**config.mk**
```make
export PLATFORM = sky130hd
export DESIGN_NAME = anabellek_obek_getirici
export DESIGN_NICKNAME = d
export VERILOG_FILES = /design/src/rtl/anabellek_obek_getirici_pkg.sv /design/src/rtl/anabellek_obek_getirici.sv
export SDC_FILE = /design/constraint.sdc
export NUM_CORES = 1
export LEC_CHECK = 0
export ABC_AREA = 0
export BUFFER_PORTS_ARGS = -buffer_cell sky130_fd_sc_hd__buf_4
export CORE_UTILIZATION = 60
export DETAILED_ROUTE_END_ITERATION = 7
export GPL_TIMING_DRIVEN = 0
export PLACE_DENSITY = 0.85
export SLEW_MARGIN = 40
export SYNTH_ARGS = -nofsm -noshare
export SYNTH_HDL_FRONTEND = slang
export SYNTH_SLANG_ARGS = --single-unit
```
**constraint.sdc**
```tcl
create_clock -name clk_i -period 3.6 [get_ports clk_i]
set_clock_uncertainty 0.15 [all_clocks]
set_input_delay 0 -clock clk_i [delete_from_list [all_inputs] [get_ports clk_i]]
set_output_delay 0 -clock clk_i [all_outputs]
set_load 0.02 [all_outputs]
```
**src/rtl/anabellek_obek_getirici_pkg.sv**
```systemverilog
// Shared types and constants for the instruction-cache block fetcher.
// Holds the FSM state encoding and the block geometry.
package anabellek_obek_getirici_pkg;

    localparam int unsigned OBEK_KELIME = 4;
    localparam int unsigned KELIME_W    = 32;
    localparam int unsigned OBEK_W      = OBEK_KELIME * KELIME_W;
    localparam int unsigned ADRES_W     = 32;

    typedef enum logic [1:0] {
        BOSTA = 2'd0,
        OKU   = 2'd1,
        TAMAM = 2'd2
    } durum_e;

endpackage

```
**src/rtl/anabellek_obek_getirici.sv**
```systemverilog
// Fetches one 4-word cache block from main memory word by word after a miss,
// with per-word timeout and abort, and publishes the block on completion.
module anabellek_obek_getirici
    import anabellek_obek_getirici_pkg::*;
#(
    parameter int unsigned ZAMAN_ASIMI = 255
) (
    input  logic                clk_i,
    input  logic                rst_i,
    input  logic                istek_i,
    input  logic [ADRES_W-1:0]  istek_adres_i,
    input  logic                iptal_i,
    output logic                istek_hazir_o,
    output logic                bellek_istek_o,
    output logic [ADRES_W-1:0]  bellek_adres_o,
    input  logic [KELIME_W-1:0] bellek_veri_i,
    input  logic                bellek_gecerli_i,
    output logic [OBEK_W-1:0]   buyruk_obek_o,
    output logic                anabellekten_obek_geldi_o,
    output logic [ADRES_W-1:0]  onbellek_yaz_adres_o,
    output logic                hata_o
);

    localparam int unsigned ZW = $clog2(ZAMAN_ASIMI + 1);
    localparam logic [1:0]  SON_KELIME = 2'(OBEK_KELIME - 1);

    durum_e              durum_q, durum_d;
    logic [1:0]          sayac_q, sayac_d;
    logic [ZW-1:0]       zaman_q, zaman_d;
    logic [ADRES_W-1:0]  blok_adres_q, blok_adres_d;
    logic [OBEK_W-1:0]   obek_q, obek_d;
    logic [OBEK_W-1:0]   buyruk_q, buyruk_d;
    logic [ADRES_W-1:0]  yaz_adres_q, yaz_adres_d;
    logic [ADRES_W-1:0]  bellek_adres_q, bellek_adres_d;
    logic                hazir_q, hazir_d;
    logic                bellek_istek_q, bellek_istek_d;
    logic                geldi_q, geldi_d;
    logic                hata_q, hata_d;

    // State register and all registered outputs
    always_ff @(posedge clk_i) begin
        if (rst_i) begin
            durum_q        <= BOSTA;
            sayac_q        <= '0;
            zaman_q        <= '0;
            blok_adres_q   <= '0;
            obek_q         <= '0;
            buyruk_q       <= '0;
            yaz_adres_q    <= '0;
            bellek_adres_q <= '0;
            hazir_q        <= 1'b1;
            bellek_istek_q <= 1'b0;
            geldi_q        <= 1'b0;
            hata_q         <= 1'b0;
        end else begin
            durum_q        <= durum_d;
            sayac_q        <= sayac_d;
            zaman_q        <= zaman_d;
            blok_adres_q   <= blok_adres_d;
            obek_q         <= obek_d;
            buyruk_q       <= buyruk_d;
            yaz_adres_q    <= yaz_adres_d;
            bellek_adres_q <= bellek_adres_d;
            hazir_q        <= hazir_d;
            bellek_istek_q <= bellek_istek_d;
            geldi_q        <= geldi_d;
            hata_q         <= hata_d;
        end
    end

    // Next state, word assembly and timeout; abort beats data and timeout
    always_comb begin
        durum_d        = durum_q;
        sayac_d        = sayac_q;
        zaman_d        = zaman_q;
        blok_adres_d   = blok_adres_q;
        obek_d         = obek_q;
        buyruk_d       = buyruk_q;
        yaz_adres_d    = yaz_adres_q;
        bellek_adres_d = bellek_adres_q;
        hazir_d        = hazir_q;
        bellek_istek_d = bellek_istek_q;
        geldi_d        = 1'b0;
        hata_d         = 1'b0;

        case (durum_q)
            BOSTA: begin
                if (istek_i && !iptal_i) begin
                    blok_adres_d   = istek_adres_i & 32'hFFFF_FFF0;
                    bellek_adres_d = istek_adres_i & 32'hFFFF_FFF0;
                    sayac_d        = '0;
                    zaman_d        = '0;
                    durum_d        = OKU;
                end
            end
            OKU: begin
                if (iptal_i) begin
                    durum_d = BOSTA;
                end else if (bellek_gecerli_i) begin
                    obek_d[{sayac_q, 5'd0} +: KELIME_W] = bellek_veri_i;
                    zaman_d = '0;
                    sayac_d = sayac_q + 2'd1;
                    if (sayac_q == SON_KELIME) begin
                        durum_d     = TAMAM;
                        buyruk_d    = obek_d;
                        yaz_adres_d = blok_adres_q;
                    end else begin
                        bellek_adres_d = {blok_adres_q[31:4], sayac_d, 2'b00};
                    end
                end else begin
                    zaman_d = zaman_q + ZW'(1);
                    if (zaman_d == ZW'(ZAMAN_ASIMI)) begin
                        hata_d  = 1'b1;
                        durum_d = BOSTA;
                    end
                end
            end
            TAMAM: begin
                durum_d = BOSTA;
            end
            default: begin
                durum_d = BOSTA;
            end
        endcase

        hazir_d        = (durum_d == BOSTA);
        bellek_istek_d = (durum_d == OKU);
        geldi_d        = (durum_d == TAMAM);
    end

    assign istek_hazir_o             = hazir_q;
    assign bellek_istek_o            = bellek_istek_q;
    assign bellek_adres_o            = bellek_adres_q;
    assign buyruk_obek_o             = buyruk_q;
    assign anabellekten_obek_geldi_o = geldi_q;
    assign onbellek_yaz_adres_o      = yaz_adres_q;
    assign hata_o                    = hata_q;

endmodule

```
==> results_tabular.tex, run 1 <==
\begin{tabular}{lr}
\hline
Metric & Value \\
\hline
\multicolumn{2}{l}{\textbf{STA}} \\
\quad Part of the cycle the worst path needs & 91.6\% \\
\quad Sum of negative setup slack & 0 ns \\
\quad Slew HR & between 30\% and 40\% \\
\quad Number of slew-limit violations in the final report & 0 \\
\quad Crit path setup slack, layout & 0.302 ns \\
\quad Final critical-path required period & 3.30 ns \\
\quad Max Clock Freq & 303 MHz \\
\quad RSZ-0062 raised after global routing & false \\
\quad Worst-margin pin slew & between 0.9 and 1 ns \\
\quad Count of final setup violators & 0 \\
\quad Number of endpoints with negative hold slack in the final report & 0 \\
\multicolumn{2}{l}{\textbf{Flow run}} \\
\quad Count of max-cap constraint violations & 0 \\
\multicolumn{2}{l}{\textbf{Cells and area}} \\
\quad \# nets final & 2053 \\
\quad Share of the core filled with cells in the final layout & 78.0\% \\
\quad N\_diodes & 0 \\
\quad Most common library cell in the layout ignoring fill and taps & sky130\_fd\_sc\_hd\_\_dfxtp\_1 \\
\quad Final instance count without filler cells & 2320 \\
\quad Post-synthesis to final-layout area growth & 27.1\% \\
\quad Most used cells in the layout excluding fill and tap cells & sky130\_fd\_sc\_hd\_\_dfxtp\_1, sky130\_fd\_sc\_hd\_\_nand2\_1, sky130\_fd\_sc\_hd\_\_nor2\_1 \\
\quad Layout cells sized above 1 & 21.1\% \\
\multicolumn{2}{l}{\textbf{Pwr}} \\
\quad Max IR drop VDD & 0.000303 V \\
\quad Switching power & 1970 uW \\
\quad Ratio of total power to cell area & 449 nW/um\^{}2 \\
\quad PnR Total Power & 8220 uW \\
\quad Combinational Power Share & 6.8\% \\
\quad Sw Share & 24.0\% \\
\quad Internal power contribution & 6250 uW \\
\quad Fraction of power consumed by sequential logic & 49.2\% \\
\quad Clock power frac & 44.0\% \\
\quad Static leakage & approximately 0.007 uW \\
\multicolumn{2}{l}{\textbf{Route}} \\
\quad Topmost layer with routed signal wires & met4 \\
\quad Remaining antenna violation count after routing & 0 \\
\quad Pre-antenna DRT Iters & 6 \\
\quad Via count & 14.5k \\
\quad Amount of wire on met3 after detailed routing & around 4900 microns \\
\quad Residual DRC & 0 \\
\quad Overall routed net length & 48400 microns \\
\quad Detail Route met2 WL & 22800 microns \\
\quad Routed metal-1 wirelength & 17700 microns \\
\quad First DRT Iteration DRCs & between 1.5k and 2k \\
\quad Routed WL per cell & around 21 microns \\
\quad Via density per instance & 6.26 \\
\multicolumn{2}{l}{\textbf{Floorplan}} \\
\quad Core Region & 23500 sq um \\
\quad Width of the chip & 157 microns \\
\quad Effective utilization at floorplan & 61.3\% \\
\quad Chip height & 157 microns \\
\quad Full die area & 24600 sq um \\
\quad Placement Rows & 56 \\
\quad Number of primary I/O pins & 265 \\
\multicolumn{2}{l}{\textbf{Place}} \\
\quad Quantity of I/O buffers inserted on ports & 219 \\
\quad \# placed instances & 2185 \\
\quad Place WS & 0.509 ns \\
\quad Final weighted congestion of routability-driven global placement & 0.879 \\
\quad Estimated wirelength of the detail-placed design & $\sim$32000 microns \\
\multicolumn{2}{l}{\textbf{Setup path}} \\
\quad CP max stage delay & about 0.57 ns \\
\quad Critical Path Sink Type & register \\
\quad Startpoint type of the worst setup path & register \\
\quad Critical path, cell by cell & inv\_1 > ha\_1 > nor4bb\_1 > clkbuf\_1 > and2\_1 > clkbuf\_1 > buf\_2 > a22oi\_1 > nor2\_1 \\
\quad Maximum fanout count along the critical path & 10 \\
\quad Most prevalent standard cell on the critical path & sky130\_fd\_sc\_hd\_\_clkbuf\_1 \\
\quad Data required, critical path & 3.89 ns \\
\quad Sum of buffers and inverters on the critical path & 4 \\
\quad Critical path class & register to register \\
\quad CP max stage cell & sky130\_fd\_sc\_hd\_\_dfxtp\_1 \\
\quad Crit path max-delay family & buffers and inverters \\
\quad Worst Path Arrival & 3.59 ns \\
\multicolumn{2}{l}{\textbf{Yosys}} \\
\quad Synth top area share & 49.8\% \\
\quad Fraction of registers with async set or reset after synthesis & 0\% \\
\quad Mean instance size in the synthesized netlist & 8.77 sq um \\
\quad Area leader, netlist & sky130\_fd\_sc\_hd\_\_dfxtp\_1 \\
\quad Fraction of the yosys area taken by sequential cells & between 40 and 50\% \\
\quad Netlist area before placement & 14400 sq um \\
\quad Cell variety after synth & between 40 and 50 \\
\quad Yosys warnings & 0 \\
\quad Prevailing post-synth register cell & sky130\_fd\_sc\_hd\_\_dfxtp\_1 \\
\quad Flip-flop and latch count after synthesis & 358 \\
\quad Synthesized netlist cell count & 1642 \\
\quad Top post-synthesis cells by area & sky130\_fd\_sc\_hd\_\_dfxtp\_1, sky130\_fd\_sc\_hd\_\_a221oi\_2, sky130\_fd\_sc\_hd\_\_nand2\_1 \\
\quad Post-synth EDFFs & 0 \\
\multicolumn{2}{l}{\textbf{CTS}} \\
\quad Total clock buffers created by CTS & 36 \\
\quad Number of sinks driven by the clock tree & 358 \\
\quad Post\_cts resized & 0 \\
\quad Worst-skew pair later-pin latency & 0.53 ns \\
\quad TritonCTS clock tree & done \\
\quad Max H-tree Level & 2 \\
\quad Maximum count of clock buffers along a single path & 3 \\
\quad Clock tree root buffer cell & sky130\_fd\_sc\_hd\_\_clkbuf\_16 \\
\quad Clock-pin slew reported for the worst setup and hold paths after clock tree synthesis & 0.06 ns \\
\multicolumn{2}{l}{\textbf{GRT}} \\
\quad Largest net degree at the start of global routing & 15 \\
\quad Vias in the first global route & 14.0k \\
\quad Initial antenna violation count & 0 \\
\quad First-pass GRT wire length & 74100 microns \\
\quad Overall fraction of global-route tracks in use & 38.8\% \\
\quad Overflow left after global routing & 0 \\
\multicolumn{2}{l}{\textbf{Outcome}} \\
\quad Run status & finished clean \\
\multicolumn{2}{l}{\textbf{Min path}} \\
\quad Class of the tightest hold or removal check & primary input to register \\
\hline
\end{tabular}
==> tightest hold or removal path: stages <==
cell,delay (ns)
sky130_fd_sc_hd__dlygate4sd3_1,0.53
sky130_fd_sc_hd__buf_4,0.11
sky130_fd_sc_hd__nand2_1,0.04
sky130_fd_sc_hd__a21oi_1,0.10
==> power groups by stage <==
| stage | combinational (uW) | clock, uW | sequential (uW) |
|---|---|---|---|
| detailed placement | 469 | 0 | 4130 |
| finish | 560 | 3620 | 4050 |
| global route | 590 | 3760 | 4050 |
| floorplan | 251 | 0 | 4160 |
| global placement | 457 | 0 | 4130 |
| CTS | 534 | 3590 | 4040 |
==> area by class of cell <==
type,count,area [sq um]
buffer,197,886
clock buffer,55,1070
clock inverter,8,47.5
fill,1576,5170
inverter,7,26.3
multi-input combinational,1085,6330
sequential,358,7170
tap,319,399
timing repair buffer,291,2360
==> metrics by stage <==
stage          hold slack, ns  cell area, sq um
3_5_place_dp            0.116             16500
6_report                0.146             18300
3_3_place_gp            0.112             16500
4_1_cts                 0.141             18300
2_1_floorplan         -0.0140             14400
5_1_grt                 0.146             18300
==> flip-flops by register name, summed over array words and instances, names as in the netlist, 2 cells and up <==
signal                cells
sayac_q                   2
zaman_q                   8
blok_adres_q             28
durum_q                   2
obek_q                  128
bellek_adres_o           30
onbellek_yaz_adres_o     28
buyruk_obek_o           128
==> metal layers <==
layer	up-vias	global-route usage [%]
met5	-	0
met4	0	25.4
met3	244	7.27
met2	966	65.1
met1	6852	45.4
li1	6462	-
==> timing repair <==
| action | CTS | global route |
|---|---|---|
| setup buffers | 0 | 0 |
| hold buffers | 72 | 0 |
| hold endpoints to repair | 238 | 0 |
==> synth_stat cells (2+ instances only) <==
cell type,instances
sky130_fd_sc_hd__ha_1,8
sky130_fd_sc_hd__buf_4,6
sky130_fd_sc_hd__buf_1,7
sky130_fd_sc_hd__clkbuf_1,135
sky130_fd_sc_hd__a221oi_1,38
sky130_fd_sc_hd__xnor2_1,2
sky130_fd_sc_hd__buf_6,10
sky130_fd_sc_hd__or3b_1,2
sky130_fd_sc_hd__a311oi_1,29
sky130_fd_sc_hd__or3_1,4
sky130_fd_sc_hd__nor2b_1,3
sky130_fd_sc_hd__nor4bb_1,2
sky130_fd_sc_hd__a21oi_1,128
sky130_fd_sc_hd__o21ai_0,5
sky130_fd_sc_hd__nand4_1,2
sky130_fd_sc_hd__nor2_1,235
sky130_fd_sc_hd__buf_2,39
sky130_fd_sc_hd__inv_1,7
sky130_fd_sc_hd__nor3_1,133
sky130_fd_sc_hd__a31o_2,2
sky130_fd_sc_hd__nand2_1,238
sky130_fd_sc_hd__a22oi_1,64
sky130_fd_sc_hd__mux2i_1,4
sky130_fd_sc_hd__and2_1,6
sky130_fd_sc_hd__a221oi_2,90
sky130_fd_sc_hd__nand3_1,66
sky130_fd_sc_hd__nand2b_1,3
sky130_fd_sc_hd__dfxtp_1,358
==> worst paths after layout <==
kind                          start               end  slack (ns)  depth (start not counted)
hold / removal    istek_adres_i[18]  blok_adres_q[18]        0.15                          4
setup reg to reg         sayac_q[0]       obek_q[117]        0.30                          9
hold reg to reg          obek_q[32]        obek_q[32]        0.31                          2
setup / recovery         sayac_q[0]       obek_q[117]        0.30                          9
==> cell families after synthesis <==
logic type	share of synthesized area, %
multiplexers	0.278
buffers and inverters	6.34
XOR/XNOR	0.183
AO/OA/AOI/OAI	21.8
flip-flops	49.8
AND/OR/NAND/NOR	20.9
adder cells (fa/ha/maj)	0.695
other	0.0261
Power figures use the tool's default switching activity.
==> run 2: changes to the inputs <==
Settings changed: RECOVER_POWER from default to 25.
==> run 2 against run 1 <==
Against the previous run:
- power decreased by 0.31%
- register-to-register slack better by 0.02 ns
- core utilization is 2.2 points lower
- via count shrank 0.58%
- count of clock-buffer cells in the layout unchanged
- wire length grew 0.12%
- first-iteration DRC count shrank 9.1%
- largest cell class unchanged
==> results_tabular.tex, run 2 (synthesized netlist as in run 1, its figures left out) <==
\begin{tabular}{lr}
\hline
Metric & Value \\
\hline
\multicolumn{2}{l}{\textbf{Route}} \\
\quad Via count & 14.4k (-0.58\%) \\
\quad Routed metal-1 wirelength & 17700 microns (about the same) \\
\quad Routed WL per cell & 20.9 microns (+0.12\%) \\
\quad Amount of wire on met3 after detailed routing & 4980 microns (+1.7\%) \\
\quad Topmost layer with routed signal wires & met4 \\
\quad Via density per instance & 6.22 (-0.58\%) \\
\quad Detail Route met2 WL & 22800 microns (about the same) \\
\quad Remaining antenna violation count after routing & 0 (unchanged) \\
\quad Pre-antenna DRT Iters & 6 (unchanged) \\
\quad Overall routed net length & 48500 microns (+0.12\%) \\
\quad Residual DRC & 0 (unchanged) \\
\quad First DRT Iteration DRCs & 1549 (-9.1\%) \\
\multicolumn{2}{l}{\textbf{Flow run}} \\
\quad Count of max-cap constraint violations & 0 (unchanged) \\
\multicolumn{2}{l}{\textbf{Place}} \\
\quad Area post-placement & 16500 sq um (unchanged) \\
\quad Final weighted congestion of routability-driven global placement & 0.879 (unchanged) \\
\quad Quantity of I/O buffers inserted on ports & 219 (unchanged) \\
\quad Estimated wirelength of the detail-placed design & 31900 microns (unchanged) \\
\multicolumn{2}{l}{\textbf{Setup path}} \\
\quad Path depth of the worst reg2reg path & 9 (unchanged) \\
\quad Most prevalent standard cell on the critical path & sky130\_fd\_sc\_hd\_\_clkbuf\_1 \\
\quad Crit path max-delay family & buffers and inverters \\
\quad Data required, critical path & 3.89 ns (about the same) \\
\quad Sum of buffers and inverters on the critical path & 4 (unchanged) \\
\quad Worst Path Arrival & 3.57 ns (-0.02 ns) \\
\quad CP max stage cell & sky130\_fd\_sc\_hd\_\_dfxtp\_1 \\
\quad Startpoint of the worst register-to-register path & sayac\_q[0] \\
\quad Startpoint type of the worst setup path & register \\
\quad Critical path, cell by cell & inv\_1 > ha\_1 > nor4bb\_1 > clkbuf\_1 > and2\_1 > clkbuf\_1 > buf\_2 > a22oi\_1 > nor2\_1 \\
\quad Maximum fanout count along the critical path & 10 (unchanged) \\
\quad CP max stage delay & 0.56 ns (about the same) \\
\quad Critical Path Sink Type & register \\
\quad Critical path class & register to register \\
\quad Worst flop-to-flop path endpoint & obek\_q[117] \\
\quad Slack of the worst reg-to-reg path & 0.32 ns (+0.02 ns) \\
\multicolumn{2}{l}{\textbf{CTS}} \\
\quad Max H-tree Level & 2 (unchanged) \\
\quad Total clock buffers created by CTS & 36 (unchanged) \\
\quad Maximum count of clock buffers along a single path & 3 (unchanged) \\
\quad Setup repair bufs after CTS & 0 (unchanged) \\
\quad Number of sinks driven by the clock tree & 358 (unchanged) \\
\quad TritonCTS clock tree & done \\
\quad Clock tree root buffer cell & sky130\_fd\_sc\_hd\_\_clkbuf\_16 \\
\quad Worst-skew pair later-pin latency & 0.53 ns (about the same) \\
\quad Clock-pin slew reported for the worst setup and hold paths after clock tree synthesis & 0.06 ns (about the same) \\
\multicolumn{2}{l}{\textbf{GRT}} \\
\quad First-pass GRT wire length & 74100 microns (unchanged) \\
\quad Overflow left after global routing & 0 (unchanged) \\
\quad Overall fraction of global-route tracks in use & 38.8\% (unchanged) \\
\quad Vias in the first global route & 14.0k (unchanged) \\
\quad Largest net degree at the start of global routing & 15 (unchanged) \\
\quad Initial antenna violation count & 0 (unchanged) \\
\multicolumn{2}{l}{\textbf{STA}} \\
\quad Sum of negative setup slack & 0 ns (unchanged) \\
\quad Slew HR & 34.0\% (-1.2 points) \\
\quad Worst-margin pin slew & 0.991 ns (+0.0182 ns) \\
\quad Number of endpoints with negative hold slack in the final report & 0 (unchanged) \\
\quad RSZ-0062 raised after global routing & false \\
\quad Count of final setup violators & 0 (unchanged) \\
\quad Part of the cycle the worst path needs & 91.0\% (-0.57 points) \\
\quad Max Clock Freq & 305 MHz (+0.62\%) \\
\quad Number of slew-limit violations in the final report & 0 (unchanged) \\
\quad Final critical-path required period & 3.28 ns (-0.0204 ns) \\
\multicolumn{2}{l}{\textbf{Floorplan}} \\
\quad Width of the chip & 157 microns (unchanged) \\
\quad Core Region & 23500 sq um (unchanged) \\
\quad Full die area & 24600 sq um (unchanged) \\
\quad Number of primary I/O pins & 265 (unchanged) \\
\quad Effective utilization at floorplan & 61.3\% (unchanged) \\
\quad Chip height & 157 microns (unchanged) \\
\quad Placement Rows & 56 (unchanged) \\
\multicolumn{2}{l}{\textbf{Cells and area}} \\
\quad Area occupied by multi-input gates & 6330 sq um (unchanged) \\
\quad Area of all placed cells without fillers & 17800 sq um (-2.8\%) \\
\quad FF/Latch Area & 7170 sq um (unchanged) \\
\quad Fill cell count & 1770 (+12\%) \\
\quad \# nets final & 2053 (unchanged) \\
\quad Most used cells in the layout excluding fill and tap cells & sky130\_fd\_sc\_hd\_\_dfxtp\_1, sky130\_fd\_sc\_hd\_\_clkbuf\_1, sky130\_fd\_sc\_hd\_\_nand2\_1 \\
\quad Most common library cell in the layout ignoring fill and taps & sky130\_fd\_sc\_hd\_\_dfxtp\_1 \\
\quad Post-synthesis to final-layout area growth & 23.5\% \\
\quad Layout cells sized above 1 & 14.2\% (-6.8 points) \\
\quad N\_diodes & 0 (unchanged) \\
\multicolumn{2}{l}{\textbf{Outcome}} \\
\quad Run status & finished clean \\
\multicolumn{2}{l}{\textbf{Pwr}} \\
\quad PnR Total Power & 8200 uW (-0.31\%) \\
\quad Ratio of total power to cell area & 461 nW/um\^{}2 (+2.6\%) \\
\quad Max IR drop VDD & 0.000300 V (-0.92\%) \\
\quad Static leakage & 0.00662 uW (-8.1\%) \\
\multicolumn{2}{l}{\textbf{Min path}} \\
\quad Min-Delay Path Depth & 4 (unchanged) \\
\quad Class of the tightest hold or removal check & primary input to register \\
\quad Hold endpoint & blok\_adres\_q[18] \\
\quad Origin of the worst min-delay path & istek\_adres\_i[18] \\
\hline
\end{tabular}
[run 2: per-stage QoR]
stage / instances / utilization, % / setup WS (ns) / hold slack [ns]
after global placement: 2185 / 70.1 / 0.626 / 0.112
final: 2320 / 75.8 / 0.323 / 0.148
after global routing: 2320 / 75.8 / 0.209 / 0.146
after floorplan: 1647 / - / 1.32 / -0.0140
after detailed placement: 2185 / 70.1 / 0.509 / 0.116
after CTS: 2320 / 78.0 / 0.422 / 0.141
[run 2: cell type report]
type,instances,area share (%)
Sequential cell,358,40.3
Inverter,7,0.148
Buffer,197,4.98
Timing Repair Buffer,291,10.4
Clock inverter,8,0.267
Tap cell,319,2.24
Multi-Input combinational cell,1085,35.6
Clock buffer,55,6.04
[run 2: report_power, final]
group	internal, uW	leakage [uW]	switching, uW
clock	2060	0.000558	1540
combinational	170	0.00317	377
sequential	4010	0.00289	37.3
[run 2: worst min-delay path, stage by stage]
cell                            delay [ns]
sky130_fd_sc_hd__dlygate4sd3_1        0.53
sky130_fd_sc_hd__buf_4                0.11
sky130_fd_sc_hd__nand2_1              0.04
sky130_fd_sc_hd__a21oi_1              0.10
[run 2: worst max path at each step]
stage	start	to	slack, ns	cells after the start
after CTS	sayac_q[0]	obek_q[117]	0.42	9
after global placement	sayac_q[0]	obek_q[109]	0.63	9
final	sayac_q[0]	obek_q[117]	0.32	9
after floorplan	sayac_q[0]	buyruk_obek_o[86]	1.32	7
after detailed placement	sayac_q[0]	obek_q[114]	0.51	9
after global routing	sayac_q[0]	obek_q[117]	0.21	9
[run 2: metal layers]
layer / global-route usage [%] / vias to the layer above
li1: - / 6456
met1: 45.4 / 6760
met2: 65.1 / 985
met3: 7.27 / 239
met4: 25.4 / 0
met5: 0 / -
[run 2: timing repair]
action | CTS | global route
hold buffers | 72 | 0
gates resized for setup | 0 | 0
endpoints found under the hold margin | 238 | 0
==> run 3: changes to the inputs <==
==> constraint.sdc (replaced) <==
create_clock -name clk_i -period 3.6 [get_ports clk_i]
set_clock_uncertainty 0.15 [all_clocks]
set_input_delay 0.72 -clock clk_i [delete_from_list [all_inputs] [get_ports clk_i]]
set_output_delay 0.72 -clock clk_i [all_outputs]
set_load 0.02 [all_outputs]
==> run 3 against run 2 <==
Against the previous run:
- sequential share of layout area increased by 1.7 points
- core utilization decreased by 3.0 points
- register-to-register slack about the same
- fmax increased by 0.15%
- critical path type unchanged
- die area unchanged
- power decreased by 1.0%
- setup slack improved by 0.0049 ns
- clock power about the same
- non-clock buffer count decreased by 72
- wire length decreased by 6.2%
==> results_tabular.tex, run 3 (synthesized netlist as in run 1, its figures left out) <==
\begin{tabular}{lr}
\hline
Metric & Value \\
\hline
\multicolumn{2}{l}{\textbf{CTS}} \\
\quad Worst-skew pair later-pin latency & 0.53 ns (about the same) \\
\quad Maximum count of clock buffers along a single path & 3 (unchanged) \\
\quad Clock tree root buffer cell & sky130\_fd\_sc\_hd\_\_clkbuf\_16 \\
\quad Post\_cts resized & 0 (unchanged) \\
\quad TritonCTS clock tree & done \\
\quad Setup repair bufs after CTS & 0 (unchanged) \\
\quad Post-CTS Hold Buffers & 0 (-100\%) \\
\quad Clock-pin slew reported for the worst setup and hold paths after clock tree synthesis & 0.06 ns (about the same) \\
\quad Total clock buffers created by CTS & 36 (unchanged) \\
\quad Max H-tree Level & 2 (unchanged) \\
\quad Number of sinks driven by the clock tree & 358 (unchanged) \\
\multicolumn{2}{l}{\textbf{Floorplan}} \\
\quad Width of the chip & 157 microns (unchanged) \\
\quad Full die area & 24600 sq um (unchanged) \\
\quad Chip height & 157 microns (unchanged) \\
\quad Core Region & 23500 sq um (unchanged) \\
\quad Placement Rows & 56 (unchanged) \\
\quad Number of primary I/O pins & 265 (unchanged) \\
\quad Effective utilization at floorplan & 61.3\% (unchanged) \\
\multicolumn{2}{l}{\textbf{Setup path}} \\
\quad CP max stage cell & sky130\_fd\_sc\_hd\_\_dfxtp\_1 \\
\quad Critical path class & register to register \\
\quad Critical Path Sink Type & register \\
\quad Startpoint type of the worst setup path & register \\
\quad Launch point of the critical path & sayac\_q[0] \\
\quad Worst Path Arrival & 3.57 ns (about the same) \\
\quad Worst flop-to-flop path endpoint & obek\_q[117] \\
\quad CP max stage delay & 0.56 ns (about the same) \\
\quad Maximum fanout count along the critical path & 10 (unchanged) \\
\quad Path depth of the worst reg2reg path & 9 (unchanged) \\
\quad Data required, critical path & 3.89 ns (about the same) \\
\quad Slack of the worst reg-to-reg path & 0.33 ns (about the same) \\
\quad Startpoint of the worst register-to-register path & sayac\_q[0] \\
\quad Most prevalent standard cell on the critical path & sky130\_fd\_sc\_hd\_\_clkbuf\_1 \\
\quad Critical path, cell by cell & inv\_1 > ha\_1 > nor4bb\_1 > clkbuf\_1 > and2\_1 > clkbuf\_1 > buf\_2 > a22oi\_1 > nor2\_1 \\
\multicolumn{2}{l}{\textbf{Cells and area}} \\
\quad Area occupied by multi-input gates & 6330 sq um (unchanged) \\
\quad Share of the core filled with cells in the final layout & 72.8\% (-3.0 points) \\
\quad Most common library cell in the layout ignoring fill and taps & sky130\_fd\_sc\_hd\_\_dfxtp\_1 \\
\quad Fill cell count & 1871 (+5.7\%) \\
\quad \# nets final & 1981 (-3.5\%) \\
\quad Most used cells in the layout excluding fill and tap cells & sky130\_fd\_sc\_hd\_\_dfxtp\_1, sky130\_fd\_sc\_hd\_\_clkbuf\_1, sky130\_fd\_sc\_hd\_\_nand2\_1 \\
\quad Layout cells sized above 1 & 15.0\% (+0.74 points) \\
\quad N\_diodes & 0 (unchanged) \\
\quad Post-synthesis to final-layout area growth & 18.7\% \\
\quad FF/Latch Area & 7170 sq um (unchanged) \\
\multicolumn{2}{l}{\textbf{STA}} \\
\quad RSZ-0062 raised after global routing & false \\
\quad Worst hold-check slack & 0.299 ns (+0.151 ns) \\
\quad Count of final setup violators & 0 (unchanged) \\
\quad Number of slew-limit violations in the final report & 0 (unchanged) \\
\quad Sum of negative setup slack & 0 ns (unchanged) \\
\quad Worst-margin pin slew & 0.983 ns (-0.00805 ns) \\
\quad Max Clock Freq & 306 MHz (+0.15\%) \\
\quad Final critical-path required period & 3.27 ns (-0.00493 ns) \\
\quad Number of endpoints with negative hold slack in the final report & 0 (unchanged) \\
\quad Slew HR & 34.5\% (+0.54 points) \\
\quad Part of the cycle the worst path needs & 90.9\% (-0.14 points) \\
\multicolumn{2}{l}{\textbf{Pwr}} \\
\quad Sw Share & 23.7\% (-0.16 points) \\
\quad Internal power contribution & 6190 uW (-0.81\%) \\
\quad PnR Total Power & 8110 uW (-1.0\%) \\
\quad Ratio of total power to cell area & 475 nW/um\^{}2 (+3.0\%) \\
\quad Max IR drop VDD & 0.000301 V (about the same) \\
\quad Clock power frac & 44.4\% (+0.4 points) \\
\quad Combinational Power Share & 5.8\% (-0.9 points) \\
\quad Static leakage & 0.00636 uW (-4.0\%) \\
\quad Switching power & 1930 uW (-1.7\%) \\
\quad Fraction of power consumed by sequential logic & 49.9\% (+0.5 points) \\
\multicolumn{2}{l}{\textbf{Route}} \\
\quad Pre-antenna DRT Iters & 6 (unchanged) \\
\quad Remaining antenna violation count after routing & 0 (unchanged) \\
\quad Via count & 14.0k (-3.2\%) \\
\quad Residual DRC & 0 (unchanged) \\
\quad First DRT Iteration DRCs & 1383 (-11\%) \\
\quad Via density per instance & 6.22 (-0.13\%) \\
\quad Overall routed net length & 45500 microns (-6.2\%) \\
\quad Routed WL per cell & 20.2 microns (-3.2\%) \\
\multicolumn{2}{l}{\textbf{Place}} \\
\quad Estimated wirelength of the detail-placed design & 31900 microns (unchanged) \\
\quad Quantity of I/O buffers inserted on ports & 219 (unchanged) \\
\quad Final weighted congestion of routability-driven global placement & 0.879 (unchanged) \\
\multicolumn{2}{l}{\textbf{Min path}} \\
\quad Origin of the worst min-delay path & istek\_adres\_i[18] \\
\quad Class of the tightest hold or removal check & primary input to register \\
\quad Hold endpoint & blok\_adres\_q[18] \\
\quad Min-Delay Path Depth & 3 (-1) \\
\multicolumn{2}{l}{\textbf{GRT}} \\
\quad First-pass GRT wire length & 69600 microns (-6.1\%) \\
\quad Largest net degree at the start of global routing & 15 (unchanged) \\
\quad Overall fraction of global-route tracks in use & 36.4\% (-2.4 points) \\
\quad Overflow left after global routing & 0 (unchanged) \\
\quad Initial antenna violation count & 1 (+1) \\
\quad Vias in the first global route & 13.1k (-6.1\%) \\
\multicolumn{2}{l}{\textbf{Flow run}} \\
\quad Count of max-cap constraint violations & 0 (unchanged) \\
\multicolumn{2}{l}{\textbf{Outcome}} \\
\quad Run status & finished clean \\
\hline
\end{tabular}
run 3: cell count changes in the layout (fill, tap and decap cells not counted):
cell	change
sky130_fd_sc_hd__clkbuf_1	-4
sky130_fd_sc_hd__buf_2	-1
sky130_fd_sc_hd__buf_4	+5
sky130_fd_sc_hd__dlygate4sd3_1	-72
run 3: power by group through the flow:
stage                     registers [uW]  clock network [uW]  logic (uW)
after global routing                4050                3760         501
after CTS                           4040                3590         473
after floorplan                     4160                   0         251
final                               4050                3600         470
after global placement              4130                   0         457
after detailed placement            4130                   0         469
run 3: layer usage:
| metal | GRT usage (%) | part of all wire (%) | up-vias |
|---|---|---|---|
| li1 | - | - | 6327 |
| met1 | 43.5 | 38 | 6614 |
| met2 | 59.9 | 47 | 831 |
| met3 | 6.91 | 9.3 | 201 |
| met4 | 23.9 | 6.3 | 0 |
| met5 | 0 | 0 | - |
run 3: through the flow:
stage	cells	instance area, sq um	setup slack, ns
6_report	2248	17100	0.328
5_1_grt	2248	17100	0.224
3_3_place_gp	2185	16500	0.626
3_5_place_dp	2185	16500	0.509
2_1_floorplan	1647	14400	1.28
4_1_cts	2248	17600	0.422
run 3: worst max path at each step:
stage / slack, ns / cells after the start / end
after global routing: 0.22 / 9 / obek_q[117]
final: 0.33 / 9 / obek_q[117]
after floorplan: 1.28 / 8 / buyruk_obek_o[44]
after global placement: 0.63 / 9 / obek_q[109]
after detailed placement: 0.51 / 9 / obek_q[114]
after CTS: 0.42 / 9 / obek_q[117]
run 3: worst max-delay path, delay by kind of cell, from the launching register on:
kind / cells / cell delay [ns]
buffers and inverters: 4 / 1.29
adders and majority gates: 1 / 0.42
AOI/OAI and AO/OA: 1 / 0.12
and+or+nand+nor: 3 / 0.67
DFF: 1 / 0.56
run 3: final cells by class:
cell class	instances	share of cell area, %
tap	319	2.34
clock inverter	8	0.278
timing repair buffer	219	6.72
inverter	7	0.154
multi-input combinational	1085	37.1
sequential	358	42.0
buffer	197	5.18
clock buffer	55	6.28
